--- config.mk ---
export PLATFORM = sky130hd
export DESIGN_NAME = pipe_stage_reg
export DESIGN_NICKNAME = d
export VERILOG_FILES = /design/src/rtl/pipe_pkg.sv /design/src/rtl/pipe_entry.sv /design/src/rtl/pipe_stage_reg.sv
export SDC_FILE = /design/constraint.sdc
export NUM_CORES = 1
export LEC_CHECK = 0
export ABC_AREA = 1
export CELL_PAD_IN_SITES_DETAIL_PLACEMENT = 1
export CELL_PAD_IN_SITES_GLOBAL_PLACEMENT = 1
export CORE_MARGIN = 3
export CORE_UTILIZATION = 33
export CTS_CLUSTER_DIAMETER = 150
export DETAILED_ROUTE_END_ITERATION = 10
export PLACE_DENSITY = 0.9
export SYNTH_ARGS = -nofsm -noshare
export SYNTH_HDL_FRONTEND = slang
export SYNTH_SLANG_ARGS = --single-unit
--- constraint.sdc ---
create_clock -name clk -period 2.8 [get_ports clk]
set_input_delay 0.56 -clock clk [delete_from_list [all_inputs] [get_ports clk]]
set_output_delay 0.56 -clock clk [all_outputs]
set_load 0.01 [all_outputs]
--- src/rtl/pipe_pkg.sv ---
// Shared constants and per-stage control structs for the pipeline stage registers.
// Stages cast their control structs to and from flat vectors of width <STAGE>_CTRL_W.
package pipe_pkg;

    localparam int unsigned PIPE_NOP_W = 256;
    localparam logic [PIPE_NOP_W-1:0] PIPE_CTRL_NOP = '0;

    typedef struct packed {
        logic       halt;
        logic       pred_taken;
    } if_id_ctrl_t;

    typedef struct packed {
        logic       reg_wrt;
        logic       mem_wrt;
        logic       mem_rd;
        logic       halt;
        logic       alu_src;
        logic [3:0] alu_op;
        logic [1:0] wb_sel;
        logic [4:0] rd;
    } id_ex_ctrl_t;

    typedef struct packed {
        logic       reg_wrt;
        logic       mem_wrt;
        logic       mem_rd;
        logic       halt;
        logic [1:0] wb_sel;
        logic [4:0] rd;
    } ex_mem_ctrl_t;

    typedef struct packed {
        logic       reg_wrt;
        logic       halt;
        logic [1:0] wb_sel;
        logic [4:0] rd;
    } mem_wb_ctrl_t;

    localparam int unsigned IF_ID_CTRL_W  = $bits(if_id_ctrl_t);
    localparam int unsigned ID_EX_CTRL_W  = $bits(id_ex_ctrl_t);
    localparam int unsigned EX_MEM_CTRL_W = $bits(ex_mem_ctrl_t);
    localparam int unsigned MEM_WB_CTRL_W = $bits(mem_wb_ctrl_t);

    // instr + pc2 / rs1, rs2, imm, pc2 / alu result, store data, pc2 / mem data, alu result, pc2
    localparam int unsigned IF_ID_DATA_W  = 64;
    localparam int unsigned ID_EX_DATA_W  = 128;
    localparam int unsigned EX_MEM_DATA_W = 96;
    localparam int unsigned MEM_WB_DATA_W = 96;

endpackage

--- src/rtl/pipe_entry.sv ---
// One pipeline slot: valid + control + data flops with load enable and bubble clear.
// A bubble drops valid and forces the control to the NOP encoding; data holds.
module pipe_entry #(
    parameter int unsigned        CTRL_W   = 32,
    parameter int unsigned        DATA_W   = 64,
    parameter logic [CTRL_W-1:0]  CTRL_NOP = '0
) (
    input  logic              clk,
    input  logic              rst,
    input  logic              load_i,
    input  logic              bubble_i,
    input  logic [CTRL_W-1:0] ctrl_i,
    input  logic [DATA_W-1:0] data_i,
    output logic              valid_o,
    output logic [CTRL_W-1:0] ctrl_o,
    output logic [DATA_W-1:0] data_o
);

    logic              valid_q;
    logic [CTRL_W-1:0] ctrl_q;
    logic [DATA_W-1:0] data_q;

    always_ff @(posedge clk or negedge rst) begin
        if (!rst) begin
            valid_q <= 1'b0;
            ctrl_q  <= CTRL_NOP;
            data_q  <= '0;
        end else if (bubble_i) begin
            valid_q <= 1'b0;
            ctrl_q  <= CTRL_NOP;
        end else if (load_i) begin
            valid_q <= 1'b1;
            ctrl_q  <= ctrl_i;
            data_q  <= data_i;
        end
    end

    assign valid_o = valid_q;
    assign ctrl_o  = ctrl_q;
    assign data_o  = data_q;

endmodule

--- src/rtl/pipe_stage_reg.sv ---
// Reusable valid/ready pipeline stage register with flush, NOP bubbles and a stall counter.
// Define PIPE_STAGE_SKID_EN for a second (skid) entry and a registered in_ready.
module pipe_stage_reg
    import pipe_pkg::*;
#(
    parameter int unsigned        CTRL_W   = 32,
    parameter int unsigned        DATA_W   = 64,
    parameter logic [CTRL_W-1:0]  CTRL_NOP = CTRL_W'(PIPE_CTRL_NOP),
    parameter int unsigned        CNT_W    = 16
) (
    input  logic              clk,
    input  logic              rst,
    input  logic              in_valid,
    output logic              in_ready,
    input  logic [CTRL_W-1:0] in_ctrl,
    input  logic [DATA_W-1:0] in_data,
    output logic              out_valid,
    input  logic              out_ready,
    output logic [CTRL_W-1:0] out_ctrl,
    output logic [DATA_W-1:0] out_data,
    input  logic              flush,
    input  logic              clr_cnt,
    output logic [CNT_W-1:0]  stall_cnt
);

    logic              accept;
    logic              drain;
    logic              main_load;
    logic              main_bubble;
    logic [CTRL_W-1:0] main_ctrl_in;
    logic [DATA_W-1:0] main_data_in;

    assign accept = in_valid && in_ready;
    assign drain  = out_valid && out_ready;

`ifdef PIPE_STAGE_SKID_EN
    logic              skid_valid;
    logic [CTRL_W-1:0] skid_ctrl;
    logic [DATA_W-1:0] skid_data;
    logic              skid_load;
    logic              skid_bubble;

    // While the skid is full in_ready is low, so a drain refills main from skid only.
    assign in_ready     = !skid_valid;
    assign skid_load    = !flush && accept && out_valid && !out_ready;
    assign skid_bubble  = flush || (drain && skid_valid);
    assign main_load    = !flush && ((skid_valid && drain) ||
                                     (!skid_valid && accept && (!out_valid || out_ready)));
    assign main_bubble  = flush || (drain && !main_load);
    assign main_ctrl_in = skid_valid ? skid_ctrl : in_ctrl;
    assign main_data_in = skid_valid ? skid_data : in_data;

    pipe_entry #(
        .CTRL_W   (CTRL_W),
        .DATA_W   (DATA_W),
        .CTRL_NOP (CTRL_NOP)
    ) u_skid (
        .clk      (clk),
        .rst      (rst),
        .load_i   (skid_load),
        .bubble_i (skid_bubble),
        .ctrl_i   (in_ctrl),
        .data_i   (in_data),
        .valid_o  (skid_valid),
        .ctrl_o   (skid_ctrl),
        .data_o   (skid_data)
    );
`else
    assign in_ready     = !out_valid || out_ready;
    assign main_load    = accept && !flush;
    assign main_bubble  = flush || (drain && !accept);
    assign main_ctrl_in = in_ctrl;
    assign main_data_in = in_data;
`endif

    pipe_entry #(
        .CTRL_W   (CTRL_W),
        .DATA_W   (DATA_W),
        .CTRL_NOP (CTRL_NOP)
    ) u_main (
        .clk      (clk),
        .rst      (rst),
        .load_i   (main_load),
        .bubble_i (main_bubble),
        .ctrl_i   (main_ctrl_in),
        .data_i   (main_data_in),
        .valid_o  (out_valid),
        .ctrl_o   (out_ctrl),
        .data_o   (out_data)
    );

    logic [CNT_W-1:0] cnt_q;
    logic [CNT_W-1:0] cnt_d;

    always_comb begin
        cnt_d = cnt_q;
        if (clr_cnt) begin
            cnt_d = '0;
        end else if (out_valid && !out_ready && (cnt_q != '1)) begin
            cnt_d = cnt_q + 1'b1;
        end
    end

    always_ff @(posedge clk or negedge rst) begin
        if (!rst) begin
            cnt_q <= '0;
        end else begin
            cnt_q <= cnt_d;
        end
    end

    assign stall_cnt = cnt_q;

endmodule

==> reports/results.md, run 1 <==
| Quantity | Value | Unit |
| --- | --- | --- |
| Run status | complete, no violations | - |
| Leakage | 3.395 | nW |
| RD Place Congestion | 0.8155 | - |
| Kind of capture point of the worst setup path | primary output | - |
| PnR Total Power | 5.063 | mW |
| CTS root buf | clkbuf_16 | - |
| Area of the multi-input gates | 0.001769 | sq mm |
| Number of standard-cell rows in the floorplan | 43 | - |
| Crit path largest cell delay | 0.60 | ns |
| Overall Global Routing Usage | 20.94 | % |
| Sw power | 1.255 | mW |
| Area growth syn-to-layout | 62.49 | % |
| Final-report max-slew violation count | 0 | - |
| Average detailed-routed wire length per instance | 19.43 | um |
| DRC Markers | 0 | - |
| Required time at the endpoint of the critical path | 2.24 | ns |
| Count of antenna-violating nets left after detailed routing | 0 | - |
| Rel. slew slack | 56.73 | % |
| Worst min-delay path class | in -> async | - |
| Pwr/cell area | 656.9 | mW/mm^2 |
| Overflow left after global routing | 0 | - |
| Number of hold violations in the final report | 0 | - |
| Global-route wire length before repair | 25940 | um |
| Buffers & Inverters on Critical Path | 3 | - |
| Filler Cells Inserted | 1502 | - |
| Slew at the pin closest to its max-slew limit | 0.6490 | ns |
| Arrival @ worst endpoint | 1.96 | ns |
| Final setup violating endpoints | 0 | - |
| Floorplan die area | 0.01585 | sq mm |
| Unrepaired setup endpoints after global routing | false | - |
| Post-detail-place hpwl | 12380 | um |
| Area taken by flip-flops and latches | 0.002828 | sq mm |
| Synthesized net count | 533 | - |
| Cell area after synthesis | 0.004743 | sq mm |
| Layout cells sized above 1 | 15.96 | % |
| Pre-CTS setup slack | 0.2716 | ns |
| Synthesized netlist cell count | 430 | - |
| Die Height | 125.9 | um |
| Routed wire length | 16400 | um |
| Max Buffers Root-to-Sink | 2 | - |
| Starting density of the core | 33.91 | % |
| Number of instances resized during post-cts repair | 0 | - |
| Sequential element share of the synthesized area | 59.61 | % |
| Part of the power in combinational logic | 19.8 | % |
| Initial DRC count | 149 | - |
| Port Buffers | 215 | - |
| Worst Skew | 0.005288 | ns |
| Cells along the critical path | clkdlybuf4s50_1 -> nor2_1 -> inv_2 -> clkdlybuf4s50_1 | - |
| Vias in the first global route | 4746 | - |
| Post-CTS Setup Inserts | 0 | - |
| Most frequent standard cell in the layout excluding fill and tap cells | clkdlybuf4s50_1 | - |
| Yosys Warn Count | 0 | - |
| Largest fanout on the critical path | 7 | - |
| Reg clk slew, reported paths | 0.05 | ns |
| Avg Vias per Cell | 4.969 | - |
| Fin worst setup slack | 0.2781 | ns |
| Final critical-path share of the clock period | 90.07 | % |
| WS Path Type | in -> out | - |
| Seq cells post-synth | 113 | - |
| Initial antenna violation count | 0 | - |
| Cell at the slowest stage of the critical path | clkdlybuf4s50_1 | - |
| Sink count of the clock tree | 113 | - |
| Most frequent cells in the layout | 214 x clkdlybuf4s50_1, 113 x dfrtp_1, 89 x nand2_1 | - |
| Peak VDD IR | 0.4050 | mV |
| Core Area | 0.01399 | sq mm |
| # Max-Cap Violations | 0 | - |
| Overall via count from detail_route | 4194 | - |
| Number of detailed-route iterations in the first pass | 4 | - |
| Antenna diode count | 0 | - |
| Pin count of the biggest net entering global routing | 48 | - |
| Fin Hold WS | 0.1787 | ns |
| Share of power burned in the clock network | 41.8 | % |
| Top cell by count, worst path | clkdlybuf4s50_1 | - |
| Post-synthesis average cell area | 11.03 | sq um |
| # H-tree levels | 4 | - |
| Int Pwr | 3.808 | mW |
| Shortest clock period the worst path allows after layout | 2.522 | ns |
| Count of boundary I/O pins | 216 | - |
| Fmax | 0.3965 | GHz |
| Net Sw Frac | 24.80 | % |
| CTS tree | built | - |
| Gate family responsible for the most delay along the worst path | buffers and inverters | - |
| Total negative slack for setup checks | 0 | ns |
| Type of element launching the critical path | input port | - |
| Reg power frac | 38.4 | % |
| Count of cell types in the netlist | 27 | - |
| TritonCTS buffer count | 17 | - |
| Die Wd | 125.9 | um |
| Worst-Skew Late Latency | 0.41 | ns |
| Net count, final | 755 | - |
| CTS Hold Buffers Added | 0 | - |
## kinds of logic after synthesis
logic type | count (synthesis) | share of synthesized area [%]
fa+ha+maj | 1 | 0.2637
buf+inv | 36 | 3.508
xor+xnor | 4 | 0.7385
mux | 64 | 15.19
simple gates | 201 | 19.10
flops | 113 | 59.61
compound gates | 11 | 1.583
## worst reg2reg max path, delay by kind of cell (launching register included)
kind | cells | cell delay, ns
adders and majority gates | 1 | 0.26
DFF | 1 | 0.42
buffers and inverters | 1 | 0.27
AOI/OAI and AO/OA | 1 | 0.23
and+or+nand+nor | 6 | 0.56
## layout make-up
type	count	area share, %
inverter	14	0.6981
timing repair buffer	225	29.19
sequential	113	36.69
multi-input combinational	281	22.95
tap	180	2.922
clock inverter	9	1.396
clock buffer	22	6.153
## per-stage QoR
step / utilization (%) / instance area [sq um] / instances
CTS: 55.10 / 7707 / 844
global route: 55.10 / 7707 / 844
floorplan: - / 4743 / 430
global placement: 50.94 / 7126 / 813
detailed placement: 50.94 / 7126 / 813
finish: 55.10 / 7707 / 844
## per-layer routing
layer  track usage, %  part of all wire [%]
met3            6.404                   7.1
met1            22.41                    36
met5                0                     0
met4            7.382                   2.4
met2            38.81                    54
## Yosys cell counts, drive strengths merged
master	instances	area share [%]
xor2	4	0.74
nand4	9	1.2
o21bai	2	0.32
nand3	79	8.3
o211ai	1	0.16
o21ai	3	0.55
nor2	22	2.2
inv	13	1.0
ha	1	0.26
clkinv	1	0.11
buf	13	1.7
mux2	64	15
a21oi	4	0.42
clkbuf	9	0.71
nand2	91	7.4
dfrtp	113	60
a31oi	1	0.13
## sequential cells by signal (all words and copies together), names as in the netlist
signal and flops:
u_main.valid_o 1, u_main.ctrl_o 32, stall_cnt 16, u_main.data_o 64
## final timing paths
| kind | start | endpoint | slack (ns) | depth (start not counted) |
|---|---|---|---|---|
| worst max-delay path | out_ready | in_ready | 0.28 | 4 |
| worst min-delay path | rst | stall_cnt[9]$_DFFE_PN0P_ | 0.18 | 1 |
| worst max register to register | stall_cnt[0]$_DFFE_PN0P_ | stall_cnt[2]$_DFFE_PN0P_ | 0.93 | 9 |
| worst min register to register | u_main.data_o[56]$_DFFE_PN0P_ | u_main.data_o[56]$_DFFE_PN0P_ | 0.50 | 1 |
| max in group asynchronous | rst | stall_cnt[13]$_DFFE_PN0P_ | 1.79 | 2 |
| min in group clk | u_main.data_o[56]$_DFFE_PN0P_ | u_main.data_o[56]$_DFFE_PN0P_ | 0.50 | 1 |
## power by group through the flow
stage          Clock [mW]  Sequential [mW]  Combinational [mW]
2_1_floorplan           0             2.04               0.242
3_3_place_gp            0             1.95               0.972
3_5_place_dp            0             1.97                1.01
4_1_cts              2.16             1.95                1.02
5_1_grt              2.23             1.97                1.07
6_report             2.11             1.95                1.00
No activity file was read; power rests on OpenSTA's default activity.
==> run 2, diff against run 1 <==
--- a/config.mk
+++ b/config.mk
@@ -9,10 +9,10 @@
 export CELL_PAD_IN_SITES_DETAIL_PLACEMENT = 1
 export CELL_PAD_IN_SITES_GLOBAL_PLACEMENT = 1
 export CORE_MARGIN = 3
-export CORE_UTILIZATION = 33
+export CORE_UTILIZATION = 25
 export CTS_CLUSTER_DIAMETER = 150
 export DETAILED_ROUTE_END_ITERATION = 10
-export PLACE_DENSITY = 0.9
+export PLACE_DENSITY = 0.72
 export SYNTH_ARGS = -nofsm -noshare
 export SYNTH_HDL_FRONTEND = slang
 export SYNTH_SLANG_ARGS = --single-unit
==> reports/results.md, run 2 (synthesis gave the netlist of run 1 again) <==
| Quantity | Value | Unit |
| --- | --- | --- |
| Layout cells sized above 1 | 16.52 | % |
| Number of standard-cell rows in the floorplan | 49 | - |
| Floorplan die area | 0.02066 | sq mm |
| Largest fanout on the critical path | 13 | - |
| Count of boundary I/O pins | 216 | - |
| CTS tree | built | - |
| Routed wire length | 15510 | um |
| Uppermost metal layer occupied by signal nets | met5 | - |
| Area growth syn-to-layout | 63.39 | % |
| Crit path largest cell delay | 0.57 | ns |
| Arrival @ worst endpoint | 1.91 | ns |
| Overall Global Routing Usage | 15.34 | % |
| Antenna diode count | 0 | - |
| Cell Count, Final, Fillers Out | 895 | - |
| Post-CTS Setup Inserts | 0 | - |
| Worst reg2reg path depth | 7 | - |
| Wire length on met1 | 6136 | um |
| Final critical-path share of the clock period | 88.37 | % |
| Slew at the pin closest to its max-slew limit | 0.5423 | ns |
| # Max-Cap Violations | 0 | - |
| Final setup violating endpoints | 0 | - |
| Run status | complete, no violations | - |
| CTS Hold Buffers Added | 0 | - |
| Number of detailed-route iterations in the first pass | 4 | - |
| Avg Vias per Cell | 4.609 | - |
| Cell at the slowest stage of the critical path | clkdlybuf4s50_1 | - |
| Sink count of the clock tree | 113 | - |
| Net count, final | 757 | - |
| TritonCTS buffer count | 17 | - |
| Worst min-delay path class | in -> async | - |
| Met2 layer wire length in the routed design | 7948 | um |
| Shortest clock period the worst path allows after layout | 2.474 | ns |
| Required time at the endpoint of the critical path | 2.24 | ns |
| Global-route wire length before repair | 24830 | um |
| Average detailed-routed wire length per instance | 17.33 | um |
| Reg clk slew, reported paths | 0.05 | ns |
| Peak VDD IR | 0.3911 | mV |
| Die Height | 143.7 | um |
| Total negative slack for setup checks | 0 | ns |
| Pwr/cell area | 634.8 | mW/mm^2 |
| WS Path Type | in -> out | - |
| CTS root buf | clkbuf_16 | - |
| Overflow left after global routing | 0 | - |
| Worst-Skew Late Latency | 0.41 | ns |
| DRC Markers | 0 | - |
| Top cell by count, worst path | clkdlybuf4s50_1 | - |
| Fin Hold WS | 0.1371 | ns |
| Worst Skew | 0.01467 | ns |
| RD Place Congestion | 0.8173 | - |
| Type of element launching the critical path | input port | - |
| Starting density of the core | 25.96 | % |
| Initial DRC count | 93 | - |
| Gate family responsible for the most delay along the worst path | buffers and inverters | - |
| Post-detail-place hpwl | 11470 | um |
| Register-to-register setup slack | 0.94 | ns |
| Port Buffers | 215 | - |
| Buffers & Inverters on Critical Path | 3 | - |
| Count of antenna-violating nets left after detailed routing | 0 | - |
| Endpoint of the lowest-slack register-to-register path | u_main.data_o[6]$_DFFE_PN0P_ | - |
| Launch instance of the worst register-to-register path | u_main.valid_o$_DFFE_PN0P_ | - |
| Rel. slew slack | 63.85 | % |
| Most frequent standard cell in the layout excluding fill and tap cells | clkdlybuf4s50_1 | - |
| Initial antenna violation count | 1 | - |
| Pin count of the biggest net entering global routing | 43 | - |
| Placed Instances | 864 | - |
| Final-report max-slew violation count | 0 | - |
| Cells along the critical path | clkdlybuf4s50_1 -> nor2_1 -> inv_2 -> clkdlybuf4s50_1 | - |
| Leakage | 3.382 | nW |
| Overall via count from detail_route | 4125 | - |
| Unrepaired setup endpoints after global routing | false | - |
| Flip-flop count of the largest register, all copies and words added | 64 | - |
| Die Wd | 143.7 | um |
| Most frequent cells in the layout | 214 x clkdlybuf4s50_1, 113 x dfrtp_1, 89 x nand2_1 | - |
| Fmax | 0.4042 | GHz |
| Number of hold violations in the final report | 0 | - |
| Vias in the first global route | 4756 | - |
| Number of instances resized during post-cts repair | 0 | - |
| Core Area | 0.01827 | sq mm |
| Kind of capture point of the worst setup path | primary output | - |
| # H-tree levels | 4 | - |
| Max Buffers Root-to-Sink | 2 | - |
| Routed wire length on met3 | 1241 | um |
## run 2: final cells by class
type | count | area, sq um
clock buffer | 17 | 425.4
clock inverter | 14 | 118.9
fill | 2016 | 10520
inverter | 14 | 53.80
multi-input combinational | 281 | 1760
sequential | 113 | 2828
tap | 229 | 286.5
timing repair buffer | 227 | 2277
## run 2: worst max path at each step
| stage | start | to | slack (ns) | cells after the start |
|---|---|---|---|---|
| 6_report | out_ready | in_ready | 0.33 | 4 |
| 5_1_grt | out_ready | in_ready | 0.26 | 4 |
| 4_1_cts | out_ready | in_ready | 0.30 | 4 |
| 3_5_place_dp | out_ready | u_main.data_o[9]$_DFFE_PN0P_ | 0.29 | 7 |
| 3_3_place_gp | out_ready | in_ready | 0.32 | 4 |
| 2_1_floorplan | out_ready | in_ready | 1.19 | 3 |
## run 2: power by group
group / switching (mW) / internal (mW)
Combinational: 0.381 / 0.608
Clock: 0.785 / 1.21
Sequential: 0.108 / 1.83
## run 2: worst register-to-register path, cell delays in order (launching register included)
cell	delay, ns
dfrtp_1	0.38
inv_1	0.06
nor2_1	0.11
inv_2	0.13
buf_4	0.19
nand2_4	0.18
buf_4	0.30
mux2_2	0.38
## run 2: layer usage
metal | vias up | GRT usage, %
li1 | 1904 | -
met2 | 142 | 26.73
met1 | 2061 | 17.19
met4 | 2 | 4.658
met5 | - | 0
met3 | 16 | 6.323
## run 2: stage by stage
stage | utilization, % | setup slack, ns | power [mW] | instance area, sq um
global route | 42.42 | 0.2598 | 5.168 | 7750
floorplan | - | 1.191 | 2.285 | 4743
finish | 42.42 | 0.3257 | 4.920 | 7750
global placement | 39.44 | 0.3222 | 2.936 | 7206
detailed placement | 39.44 | 0.2871 | 2.971 | 7206
CTS | 42.42 | 0.3033 | 5.015 | 7750
==> run 3, diff against run 2 <==
--- a/config.mk
+++ b/config.mk
@@ -9,10 +9,10 @@
 export CELL_PAD_IN_SITES_DETAIL_PLACEMENT = 1
 export CELL_PAD_IN_SITES_GLOBAL_PLACEMENT = 1
 export CORE_MARGIN = 3
-export CORE_UTILIZATION = 25
+export CORE_UTILIZATION = 33
 export CTS_CLUSTER_DIAMETER = 150
 export DETAILED_ROUTE_END_ITERATION = 10
-export PLACE_DENSITY = 0.72
+export PLACE_DENSITY = 0.9
 export SYNTH_ARGS = -nofsm -noshare
 export SYNTH_HDL_FRONTEND = slang
 export SYNTH_SLANG_ARGS = --single-unit
==> results of run 3 <==
Final layout, timing and power as in run 1 (identical DEF).
